===== src/rtl/button_conditioner_if.sv =====
// Push-button conditioner bus: raw pad levels in, debounced levels and press pulses out.
interface button_conditioner_if #(
    parameter int unsigned N_BUTTONS = 4
);
    logic [N_BUTTONS-1:0] buttons_raw;
    logic [N_BUTTONS-1:0] buttons;
    logic [N_BUTTONS-1:0] stable;
    logic                 held;

    modport master (
        output buttons_raw,
        input  buttons,
        input  stable,
        input  held
    );

    modport slave (
        input  buttons_raw,
        output buttons,
        output stable,
        output held
    );
endinterface


===== src/rtl/button_conditioner.sv =====
// Synchronises and debounces raw buttons, then emits one single-cycle one-hot pulse per press.
// Optional feature macro: BUTTON_AUTO_REPEAT_EN (auto-repeat of held non-cancel keys).
module button_conditioner #(
    parameter int unsigned N_BUTTONS       = 4,
    parameter int unsigned DEBOUNCE_CYCLES = 50000,
    parameter int unsigned CNT_W           = 16,
    parameter int unsigned REPEAT_CYCLES   = 25000000
) (
    input  logic               clk,
    input  logic               reset,
    button_conditioner_if.slave bus
);

    localparam int unsigned DB_LAST = DEBOUNCE_CYCLES - 1;

    // Reject configurations the counters cannot represent.
    if ((DEBOUNCE_CYCLES < 2) || (REPEAT_CYCLES < 2) || (CNT_W > 32) ||
        ((64'd1 << CNT_W) <= 64'(DEBOUNCE_CYCLES))) begin : g_bad_cfg
        $error("button_conditioner: invalid DEBOUNCE_CYCLES/CNT_W/REPEAT_CYCLES");
    end

    typedef enum logic [0:0] {
        ST_IDLE = 1'b0,
        ST_HELD = 1'b1
    } state_e;

    logic [N_BUTTONS-1:0] sync1_q;
    logic [N_BUTTONS-1:0] sync2_q;
    logic [N_BUTTONS-1:0] stable_q;
    logic [N_BUTTONS-1:0] stable_d;
    logic [N_BUTTONS-1:0] rise_q;
    logic [N_BUTTONS-1:0] press_onehot;
    logic [N_BUTTONS-1:0] buttons_q;
    logic [CNT_W-1:0]     cnt_q [N_BUTTONS];
    logic [CNT_W-1:0]     cnt_d [N_BUTTONS];
    logic                 held_q;
    state_e               state_q;

`ifdef BUTTON_AUTO_REPEAT_EN
    localparam int unsigned RPT_W = (REPEAT_CYCLES > 2) ? $clog2(REPEAT_CYCLES) : 1;
    logic [RPT_W-1:0]     rpt_q;
    logic [N_BUTTONS-1:0] last_q;
`endif

    // Per-button debounce: a new level is accepted after DEBOUNCE_CYCLES consecutive mismatches.
    always_comb begin
        stable_d = stable_q;
        for (int unsigned i = 0; i < N_BUTTONS; i++) begin
            cnt_d[i] = '0;
            if (sync2_q[i] != stable_q[i]) begin
                if (cnt_q[i] == CNT_W'(DB_LAST)) begin
                    stable_d[i] = sync2_q[i];
                end else begin
                    cnt_d[i] = cnt_q[i] + CNT_W'(1);
                end
            end
        end
    end

    // Synchroniser, debounced level and registered press events.
    always_ff @(posedge clk or posedge reset) begin
        if (reset) begin
            sync1_q  <= '0;
            sync2_q  <= '0;
            stable_q <= '0;
            rise_q   <= '0;
            for (int unsigned i = 0; i < N_BUTTONS; i++) begin
                cnt_q[i] <= '0;
            end
        end else begin
            sync1_q  <= bus.buttons_raw;
            sync2_q  <= sync1_q;
            stable_q <= stable_d;
            rise_q   <= stable_d & ~stable_q;
            for (int unsigned i = 0; i < N_BUTTONS; i++) begin
                cnt_q[i] <= cnt_d[i];
            end
        end
    end

    // Highest-index press wins so cancel beats any digit in a chord.
    always_comb begin
        press_onehot = '0;
        for (int unsigned i = 0; i < N_BUTTONS; i++) begin
            if (rise_q[i]) begin
                press_onehot    = '0;
                press_onehot[i] = 1'b1;
            end
        end
    end

    // Lockout FSM: one pulse on entry to HELD, nothing more until every key is released.
    always_ff @(posedge clk or posedge reset) begin
        if (reset) begin
            state_q   <= ST_IDLE;
            buttons_q <= '0;
            held_q    <= 1'b0;
`ifdef BUTTON_AUTO_REPEAT_EN
            rpt_q     <= '0;
            last_q    <= '0;
`endif
        end else begin
            case (state_q)
                ST_IDLE: begin
                    if (|rise_q) begin
                        buttons_q <= press_onehot;
                        held_q    <= 1'b1;
                        state_q   <= ST_HELD;
`ifdef BUTTON_AUTO_REPEAT_EN
                        rpt_q     <= '0;
                        last_q    <= press_onehot;
`endif
                    end else begin
                        buttons_q <= '0;
                    end
                end
                ST_HELD: begin
                    buttons_q <= '0;
                    if (stable_q == '0) begin
                        held_q  <= 1'b0;
                        state_q <= ST_IDLE;
`ifdef BUTTON_AUTO_REPEAT_EN
                    end else if (rpt_q == RPT_W'(REPEAT_CYCLES - 1)) begin
                        rpt_q <= '0;
                        if (!last_q[N_BUTTONS-1]) begin
                            buttons_q <= last_q;
                        end
                    end else begin
                        rpt_q <= rpt_q + RPT_W'(1);
`endif
                    end
                end
                default: begin
                    buttons_q <= '0;
                    held_q    <= 1'b0;
                    state_q   <= ST_IDLE;
                end
            endcase
        end
    end

    assign bus.buttons = buttons_q;
    assign bus.stable  = stable_q;
    assign bus.held    = held_q;

endmodule


===== src/flat_wrapper.sv =====
// flat-port wrapper written by rule: the top's interface ports become plain ports
module button_conditioner_flat 
#(
    parameter int unsigned N_BUTTONS       = 4,
    parameter int unsigned DEBOUNCE_CYCLES = 50000,
    parameter int unsigned CNT_W           = 16,
    parameter int unsigned REPEAT_CYCLES   = 25000000
)
  (clk, reset, bus_buttons_raw, bus_buttons, bus_stable, bus_held);
  button_conditioner_if #(.N_BUTTONS(N_BUTTONS)) bus_i ();
  input  logic clk;
  input  logic reset;
  input wire logic [$bits(bus_i.buttons_raw)-1:0] bus_buttons_raw;
  output wire logic [$bits(bus_i.buttons)-1:0] bus_buttons;
  output wire logic [$bits(bus_i.stable)-1:0] bus_stable;
  output wire logic [$bits(bus_i.held)-1:0] bus_held;
  assign bus_i.buttons_raw = bus_buttons_raw;
  assign bus_buttons = bus_i.buttons;
  assign bus_stable = bus_i.stable;
  assign bus_held = bus_i.held;
  button_conditioner #(.N_BUTTONS(N_BUTTONS), .DEBOUNCE_CYCLES(DEBOUNCE_CYCLES), .CNT_W(CNT_W), .REPEAT_CYCLES(REPEAT_CYCLES)) u_core (.clk(clk), .reset(reset), .bus(bus_i));
endmodule

===== config.mk =====
export PLATFORM = sky130hd
export DESIGN_NAME = button_conditioner_flat
export DESIGN_NICKNAME = d
export VERILOG_FILES = /design/src/rtl/button_conditioner_if.sv /design/src/rtl/button_conditioner.sv /design/src/flat_wrapper.sv
export SDC_FILE = /design/constraint.sdc
export NUM_CORES = 1
export LEC_CHECK = 0
export BUFFER_PORTS_ARGS = -buffer_cell sky130_fd_sc_hd__buf_2
export CAP_MARGIN = 10
export CORE_ASPECT_RATIO = 1.4
export CORE_MARGIN = 2
export CORE_UTILIZATION = 55
export CTS_CLUSTER_DIAMETER = 200
export DETAILED_ROUTE_END_ITERATION = 8
export GPL_ROUTABILITY_DRIVEN = 0
export PLACE_DENSITY_LB_ADDON = 0.15
export SYNTH_ARGS = -nofsm -noshare
export SYNTH_HDL_FRONTEND = slang
export SYNTH_SLANG_ARGS = --single-unit

===== constraint.sdc =====
create_clock -name clk -period 3.1 [get_ports clk]
set_input_delay 0.62 -clock clk [delete_from_list [all_inputs] [get_ports clk]]
set_output_delay 0.62 -clock clk [all_outputs]
set_load 0.01 [all_outputs]

==> impl_metrics.csv, run 1 <==
group,metric,value,unit
status,outcome,"completed",
logic_synthesis,syn_inst,370,
sta,period_share,60.0,%
logic_synthesis,syn_avg_cell_area,10.6,sq um
sta,finalSetupTns,0,ns
grt,grt_max_degree,50,
clock_tree,path_clk_slew,0.08,ns
grt,grt_pass1_vias,2634,
sta,fmax,0.537,GHz
critical_path,max_stage_delay,0.45,ns
logic_synthesis,synth_nets,380,
logic_synthesis,synth_mux_area_share,1.24,%
grt,grt_overflow_total,0,
finish,register_area,0.00215,sq mm
drt,drtAntennaViolNets,0,
logic_synthesis,synth_area,0.00393,sq mm
logic_synthesis,synthSimpleGateAreaFrac,26.8,%
clock_tree,cts_buffers,9,
clock_tree,ctsResizeCount,0,
sta,final.setup_skew,0.00662,ns
grt,antenna_found_initial,0,
logic_synthesis,synth_top_family_by_area,"simple AND/OR/NAND/NOR gates",
floorplan,num_rows,36,
floorplan,core_region_area,0.00694,sq mm
logic_synthesis,synth_fa_ha_area_share,1.27,%
sta,finalHoldViolations,0,
logic_synthesis,synth_xor_area_share,13.4,%
drt,via_per_inst,5.53,
finish,fill_cells,601,
critical_path,worstRegToRegCells,5,
critical_path,r2r_setup_slack,1.24,ns
drt,drtPass1Iterations,4,
logic_synthesis,synth_cell_types,35,
clock_tree,cts_tree,"yes",
critical_path,r2r_end,"u_core.cnt_q[13]",
grt,grt.total_usage,18.9,%
critical_path,worstPathMaxFanout,15,
critical_path,critical_path.cell_chain,"ha_1, nand3_1, nand4b_1, nand2_1, nor2_1",
drt,wl,6680,um
sta,drv_slew,0,
drt,routedWlPerCell,13.7,um
sta,grt_setup_unrepaired,"no",
floorplan,die_h,104,um
critical_path,crit_slowest_cell,"nand2_1",
critical_path,reg2reg_from,"u_core.cnt_q[0]",
worst_hold_path,hold_depth,0,
finish,finish.utilization,62.3,%
floorplan,num_io_pins,15,
finish,drive_above_1_share,10.7,%
clock_tree,cts.sinks,86,
floorplan,fp.dieW,75.5,um
worst_hold_path,worstHoldStart,"u_core.sync1_q[0]",
clock_tree,cts_setup_buffers,0,
critical_path,required,3.32,ns
finish,final_common_cell,"dfrtp_1",
floorplan,initial_core_util,56.7,%
logic_synthesis,synth_compound_area_share,0.446,%
power,ir_worst_vdd,0.000258,V
logic_synthesis,synth_seq_cells,86,
critical_path,path_buf_inv,0,
finish,area_delta_synth_final,9.90,%
power,power_density,482,mW/mm^2
sta,worstMarginPinSlew,0.832,ns
sta,final-setup-viol-count,0,
floorplan,die_area,0.00785,sq mm
logic_synthesis,yosys_warnings,0,
logic_synthesis,synth.area.top_cells,"dfrtp_1 (55%), xnor2_1 (11%), nor2_1 (7.0%), nor4_1 (3.3%), nand4_1 (3.0%)",
critical_path,critPathCaptureType,"flop",
power,p_leak,0.00178,uW
sta,period_needed,1.86,ns
drt,drc_errors,0,
drt,drtIter0Drc,120,
critical_path,critPathKind,"reg -> reg",
finish,final_nets,398,
flow_run,drv_cap,0,
clock_tree,htree_levels,3,
worst_hold_path,whs_endpoint,"u_core.sync2_q[0]",
placement,dp_hpwl,4500,um
logic_synthesis,synth_top_area_cell,"dfrtp_1",
critical_path,cp_top_family,"simple AND/OR/NAND/NOR gates",
logic_synthesis,ys_seq_area_share,54.7,%
finish,n_antenna_cell,0,
clock_tree,ctsHoldBuffers,0,
sta,relSlewSlack,44.5,%
critical_path,critPathArrivalTime,2.08,ns
clock_tree,root_buffer,"clkbuf_8",
drt,vias,2697,
finish,multi_input_area,0.00169,sq mm
logic_synthesis,synthDominantCellAreaShare,54.7,%
worst_hold_path,hold_class,"reg -> reg",
grt,grt_pass1_wl,11500,um
clock_tree,clk_latency,0.35,ns
placement,port_buffers,14,
critical_path,critPathLaunchType,"flop",
finish,final_cell_mix,"dfrtp_1 (86), nor2_1 (73), xnor2_1 (48)",
clock_tree,clk_path_buf_depth,2,
## synthesized netlist by cell type
library cell	number
dfrtp_1	86
nor2_1	73
xnor2_1	48
nand3_1	21
nor4_1	21
nand4_1	19
nand2_1	14
xor2_1	12
inv_1	11
nor3_1	11
nor4bb_1	6
and3_1	5
buf_2	5
ha_1	4
nor4b_1	4
mux2_2	3
nor3b_1	3
or3_1	3
clkbuf_1	2
nand4bb_1	2
nor3b_2	2
or4b_1	2
a21oi_1	1
and3_2	1
buf_6	1
mux2_4	1
nand2_4	1
nand2b_1	1
nand4_4	1
nand4b_1	1
nor2b_1	1
o21ai_0	1
o21bai_1	1
or4_1	1
or4_4	1
## cell type report
cell class	instances	share of cell area, %
sequential	86	49.8
tap	95	2.75
multi-input combinational	265	39.2
inverter	11	0.985
timing repair buffer	15	2.09
clock inverter	6	1.97
clock buffer	10	3.19
## state kept, by name, indices dropped and copies added (netlist names)
register / flops
u_core.cnt_q: 64
u_core.bus.buttons: 4
u_core.bus.stable: 4
u_core.rise_q: 4
u_core.sync1_q: 4
u_core.sync2_q: 4
u_core.bus.held: 1
u_core.state_q: 1
## worst register-to-register path: cells and delay by family, from the launching register on
| family | cells | cell delay, ns |
|---|---|---|
| and+or+nand+nor | 4 | 1.13 |
| adders and majority gates | 1 | 0.20 |
| DFF | 1 | 0.40 |
## through the flow
step	hold slack [ns]	cells	instance area [sq um]	power [uW]	setup WS, ns
after detailed placement	0.336	472	4100	1240	1.25
after floorplan	0.331	370	3930	1220	0.258
after global placement	0.333	472	4100	1240	1.35
after global routing	0.345	488	4320	2170	1.04
final	0.351	488	4320	2080	1.24
after CTS	0.354	488	4320	2110	1.21
## cells by family after synthesis
group                      Yosys count
muxes                                4
DFF                                 86
adders and majority gates            4
AOI/OAI and AO/OA                    3
xor gates and xnor gates            60
and+or+nand+nor                    194
buffers and inverters               19
## how the worst max path moves through the flow
stage	depth (start not counted)	start	slack [ns]	to
finish	5	u_core.cnt_q[0]	1.24	u_core.cnt_q[13]
global route	5	u_core.cnt_q[0]	1.04	u_core.cnt_q[13]
CTS	5	u_core.cnt_q[0]	1.21	u_core.cnt_q[13]
detailed placement	5	u_core.cnt_q[0]	1.25	u_core.cnt_q[14]
global placement	5	u_core.cnt_q[0]	1.35	u_core.cnt_q[2]
floorplan	1	reset	0.26	u_core.bus.buttons[0]
## power breakdown
part / internal, uW / switching [uW]
Combinational: 19.8 / 43.1
Clock: 473 / 392
Sequential: 1140 / 16.5
## metal layers
| layer | wire, um | share of wire (%) | GRT usage [%] | vias up |
|---|---|---|---|---|
| met4 | 103 | 1.5 | 6.89 | 0 |
| met5 | 0 | 0 | 0 | - |
| met2 | 3360 | 50 | 30.2 | 40 |
| li1 | - | - | - | 1322 |
| met3 | 213 | 3.2 | 5.33 | 9 |
| met1 | 3010 | 45 | 24.2 | 1326 |
Power figures use the tool's default switching activity.
==> run 2, diff against run 1 <==
Clock period 3.1 ns to 1.7 ns, I/O delays scaled along.
==> run 2 against run 1 <==
  * Sequential power grew 82%
  * Die area is the same
  * Worst setup slack lost 1.2 ns
  * Critical endpoint is now u_core.bus.stable[2]
==> impl_metrics.csv, run 2 (synthesis gave the netlist of run 1 again) <==
group,metric,value,unit
drt,drtIter0Drc,89,
clock_tree,path_clk_slew,0.08,ns
critical_path,critPathKind,"reg -> reg",
floorplan,die_area,0.00785,sq mm
floorplan,core_region_area,0.00694,sq mm
power,p_leak,0.00186,uW
critical_path,critical_path.cell_chain,"or3_1, or4_4, mux2_4",
critical_path,critPathLaunchType,"flop",
sta,grt_setup_unrepaired,"yes",
clock_tree,cts_buffers,9,
sta,fmax,0.605,GHz
grt,grt_max_degree,87,
sta,relSlewSlack,69.8,%
sta,finalSetupTns,0,ns
placement,placedCellCount,493,
finish,final_common_cell,"dfrtp_1",
critical_path,crit_slowest_cell,"or4_4",
grt,grt_overflow_total,0,
critical_path,cp_num_cells,3,
floorplan,num_rows,36,
critical_path,cp_top_family,"simple AND/OR/NAND/NOR gates",
finish,final_cell_mix,"dfrtp_1 (86), nor2_1 (73), xnor2_1 (48)",
clock_tree,cts_setup_buffers,0,
grt,grt_pass1_wl,12500,um
critical_path,worstRegToRegCells,3,
drt,vias,2784,
power,ir_worst_vdd,0.000530,V
grt,antenna_found_initial,0,
sta,period_needed,1.65,ns
finish,fin_area,0.00446,sq mm
clock_tree,root_buffer,"clkbuf_8",
sta,worstMarginPinSlew,0.448,ns
grt,grt_pass1_vias,2770,
drt,wl,6960,um
drt,drc_errors,0,
clock_tree,cts_tree,"yes",
sta,final.setup_skew,0.00604,ns
finish,n_antenna_cell,0,
finish,finish.utilization,64.3,%
sta,drv_slew,0,
finish,finalNonFillerCells,508,
drt,drtPass1Iterations,4,
floorplan,die_h,104,um
drt,via_per_inst,5.48,
floorplan,initial_core_util,56.7,%
finish,area_delta_synth_final,13.5,%
worst_hold_path,hold_class,"in -> reg",
floorplan,num_io_pins,15,
critical_path,path_buf_inv,0,
clock_tree,clk_latency,0.36,ns
finish,drive_above_1_share,15.0,%
clock_tree,clk_path_buf_depth,2,
finish,top_register,"u_core.cnt_q",
finish,largest_reg_flops,64,
floorplan,fp.dieW,75.5,um
sta,period_share,97.3,%
worst_hold_path,hold_depth,1,
critical_path,critPathArrivalTime,1.90,ns
placement,port_buffers,14,
critical_path,worstPathMaxFanout,4,
placement,placed_cell_area,0.00426,sq mm
grt,grt.total_usage,20.6,%
clock_tree,cts.sinks,86,
drt,drtAntennaViolNets,0,
status,outcome,"completed",
critical_path,max_stage_delay,0.47,ns
sta,finalHoldViolations,0,
critical_path,required,1.95,ns
clock_tree,htree_levels,3,
power,power_density,813,mW/mm^2
finish,final_nets,419,
placement,dp_hpwl,4810,um
drt,routedWlPerCell,13.7,um
sta,worst_hold_slack,0.0866,ns
flow_run,drv_cap,0,
critical_path,critPathCaptureType,"flop",
sta,final-setup-viol-count,0,
[run 2: metrics by stage]
step,total power [uW],worst slack (ns)
after CTS,3680,0.0467
final,3630,0.0462
after global routing,3790,-0.0108
after detailed placement,2280,0.0570
after global placement,2280,0.0855
after floorplan,2230,0.0268
[run 2: worst paths after layout]
| kind | from | end | slack (ns) |
|---|---|---|---|
| min in group asynchronous | reset | u_core.cnt_q[38] | 0.10 |
| setup reg to reg | u_core.cnt_q[26] | u_core.bus.stable[2] | 0.05 |
| hold reg to reg | u_core.sync1_q[0] | u_core.sync2_q[0] | 0.35 |
| max in group asynchronous | reset | u_core.cnt_q[56] | 1.27 |
| setup / recovery | u_core.cnt_q[26] | u_core.bus.stable[2] | 0.05 |
| hold / removal | bus_buttons_raw[3] | u_core.sync1_q[3] | 0.09 |
[run 2: what timing repair did]
action | in CTS | in global routing
endpoints found under the setup margin | 0 | 16
hold buffers | 0 | 0
gates resized for setup | 0 | 4
[run 2: worst register-to-register path: stages (launching register included)]
cell	delay (ns)
dfrtp_1	0.40
or3_1	0.36
or4_4	0.47
mux2_4	0.32
[run 2: power by group]
part | internal, uW | switching, uW | total (uW) | leakage (uW)
Combinational | 49.3 | 83.8 | 133 | 0.000598
Sequential | 2080 | 31.4 | 2110 | 0.00117
Clock | 715 | 670 | 1380 | 0.0000908
Total | 2840 | 785 | 3630 | 0.00186
[run 2: cell type report]
type | instances | area (sq um)
Inverter | 11 | 45.0
Clock buffer | 14 | 153
Fill cell | 605 | 2480
Multi-Input combinational cell | 265 | 1710
Timing Repair Buffer | 36 | 248
Tap cell | 95 | 119
Sequential cell | 86 | 2150
Clock inverter | 1 | 30.0
[run 2: metal layers]
metal | routed length (um) | up-vias | part of all wire, % | track usage (%)
met5 | 0 | - | 0 | 0
met4 | 137 | 0 | 2.0 | 7.77
met3 | 193 | 12 | 2.8 | 5.23
met2 | 3460 | 32 | 50 | 31.8
met1 | 3160 | 1382 | 45 | 27.7
li1 | - | 1358 | - | -
==> run 3, diff against run 2 <==
Settings changed: BUFFER_PORTS_ARGS -buffer_cell sky130_fd_sc_hd__buf_2 to unset, DONT_BUFFER_PORTS set to 1.
==> run 3 against run 2 <==
  * Die area unchanged
  * Combinational power up 5%
  * Design area up 0.34%
  * Maximum frequency up 0.46%
  * Sequential power about the same
  * Clock power about the same
  * Highest routed layer unchanged
  * Flip-flop and latch count unchanged
  * Utilization up 0.22 points
  * Largest cell class unchanged
  * Critical path depth unchanged
  * Global-route usage up 0.26 points
==> impl_metrics.csv, run 3 (synthesis gave the netlist of run 1 again) <==
group,metric,value,unit
grt,antenna_found_initial,0,
sta,final-setup-viol-count,0,
clock_tree,cts_tree,"yes",
grt,grt.total_usage,20.9,%
sta,worstMarginPinSlew,0.446,ns
finish,top_register,"u_core.cnt_q",
clock_tree,clk_latency,0.36,ns
floorplan,num_rows,36,
critical_path,worstPathMaxFanout,4,
sta,fmax,0.607,GHz
power,total_power,3650,uW
drt,drc_errors,0,
sta,worst_hold_slack,0.353,ns
placement,dp_hpwl,4770,um
sta,grt_setup_unrepaired,"no",
critical_path,r2r_setup_slack,0.05,ns
sta,final.setup_skew,0.00594,ns
power,power_density,816,mW/mm^2
clock_tree,path_clk_slew,0.08,ns
critical_path,cp_top_family,"simple AND/OR/NAND/NOR gates",
flow_run,drv_cap,0,
drt,drtAntennaViolNets,0,
clock_tree,cts_buffers,9,
grt,grt_overflow_total,0,
critical_path,critPathCaptureType,"flop",
finish,final_cell_mix,"dfrtp_1 (86), nor2_1 (73), xnor2_1 (48)",
grt,grt_pass1_vias,2751,
finish,largest_reg_flops,64,
grt,grt_max_degree,87,
grt,grt_pass1_wl,12600,um
finish,n_antenna_cell,0,
critical_path,critPathArrivalTime,1.90,ns
floorplan,core_region_area,0.00694,sq mm
drt,via_per_inst,5.56,
drt,drtIter0Drc,149,
finish,final_common_cell,"dfrtp_1",
floorplan,die_area,0.00785,sq mm
finish,fill_cells,582,
finish,drive_above_1_share,12.8,%
worst_hold_path,hold_class,"reg -> reg",
critical_path,crit_slowest_cell,"or4_4",
drt,wl,7100,um
floorplan,num_io_pins,15,
power,ir_worst_vdd,0.000587,V
critical_path,critPathLaunchType,"flop",
drt,drtPass1Iterations,4,
clock_tree,htree_levels,3,
sta,period_needed,1.65,ns
floorplan,die_h,104,um
clock_tree,cts.sinks,86,
finish,final_nets,412,
status,outcome,"completed",
finish,area_delta_synth_final,13.8,%
critical_path,max_stage_delay,0.47,ns
sta,relSlewSlack,70.3,%
floorplan,initial_core_util,56.7,%
drt,routedWlPerCell,14.2,um
critical_path,critPathKind,"reg -> reg",
critical_path,path_buf_inv,0,
sta,period_share,96.8,%
critical_path,critical_path.cell_chain,"or3_1, or4_4, mux2_4",
clock_tree,root_buffer,"clkbuf_8",
placement,port_buffers,0,
floorplan,fp.dieW,75.5,um
clock_tree,clk_path_buf_depth,2,
drt,vias,2784,
power,p_leak,0.00183,uW
sta,drv_slew,0,
sta,finalHoldViolations,0,
critical_path,required,1.95,ns
sta,finalSetupTns,0,ns
run 3: changes by cell type in the layout (fill, tap and decap cells not counted), sizes merged:
cell,before,now
dlygate4sd3,0,5
clkbuf,14,12
buf,36,24
clkinvlp,1,3
run 3: where the power goes:
part / leakage, uW / switching [uW] / internal, uW
logic: 0.000564 / 85.1 / 55.0
registers: 0.00117 / 30.5 / 2080
clock network: 0.0000887 / 693 / 712
run 3: worst paths after layout:
path / start / endpoint / cells past startpoint
max: u_core.cnt_q[26] / u_core.bus.stable[2] / 3
min: u_core.sync1_q[3] / u_core.sync2_q[3] / 0
max reg2reg: u_core.cnt_q[26] / u_core.bus.stable[2] / 3
min reg2reg: u_core.sync1_q[3] / u_core.sync2_q[3] / 0
max in group asynchronous: reset / u_core.cnt_q[7] / 3
min in group asynchronous: reset / u_core.sync2_q[2] / 3
run 3: layout make-up:
cell class / instances / area [sq um] / share of cell area (%)
multi-input combinational: 265 / 1710 / 38.3
clock buffer: 12 / 145 / 3.24
clock inverter: 3 / 45.0 / 1.01
tap: 95 / 119 / 2.66
sequential: 86 / 2150 / 48.1
inverter: 11 / 45.0 / 1.01
timing repair buffer: 29 / 255 / 5.70
run 3: routing by layer:
layer	share of wire, %	routed length (um)	up-vias	GRT usage (%)
met5	0	0	-	0
met3	3.5	250	18	5.23
met2	48	3430	42	30.5
met4	2.5	176	0	10.9
met1	46	3240	1383	28.3
li1	-	-	1341	-
run 3: timing repair:
| action | in CTS | in global routing |
|---|---|---|
| setup endpoints to repair | 0 | 17 |
| hold buffers | 5 | 0 |
| endpoints found under the hold margin | 90 | 0 |
| buffers inserted | 0 | 0 |
| gates resized for setup | 0 | 4 |
run 3: worst register-to-register path: stages (launching register included):
cell and delay, ns:
dfrtp_1 0.41, or3_1 0.35, or4_4 0.47, mux2_4 0.31
run 3: per-stage QoR:
step	setup WS, ns	util (%)	cell area, sq um	instances
2_1_floorplan	0.0268	-	3940	370
3_3_place_gp	0.0806	60.8	4220	481
3_5_place_dp	0.0695	60.8	4220	481
4_1_cts	0.0501	64.2	4460	501
5_1_grt	0.00237	64.5	4480	501
6_report	0.0538	64.5	4480	501
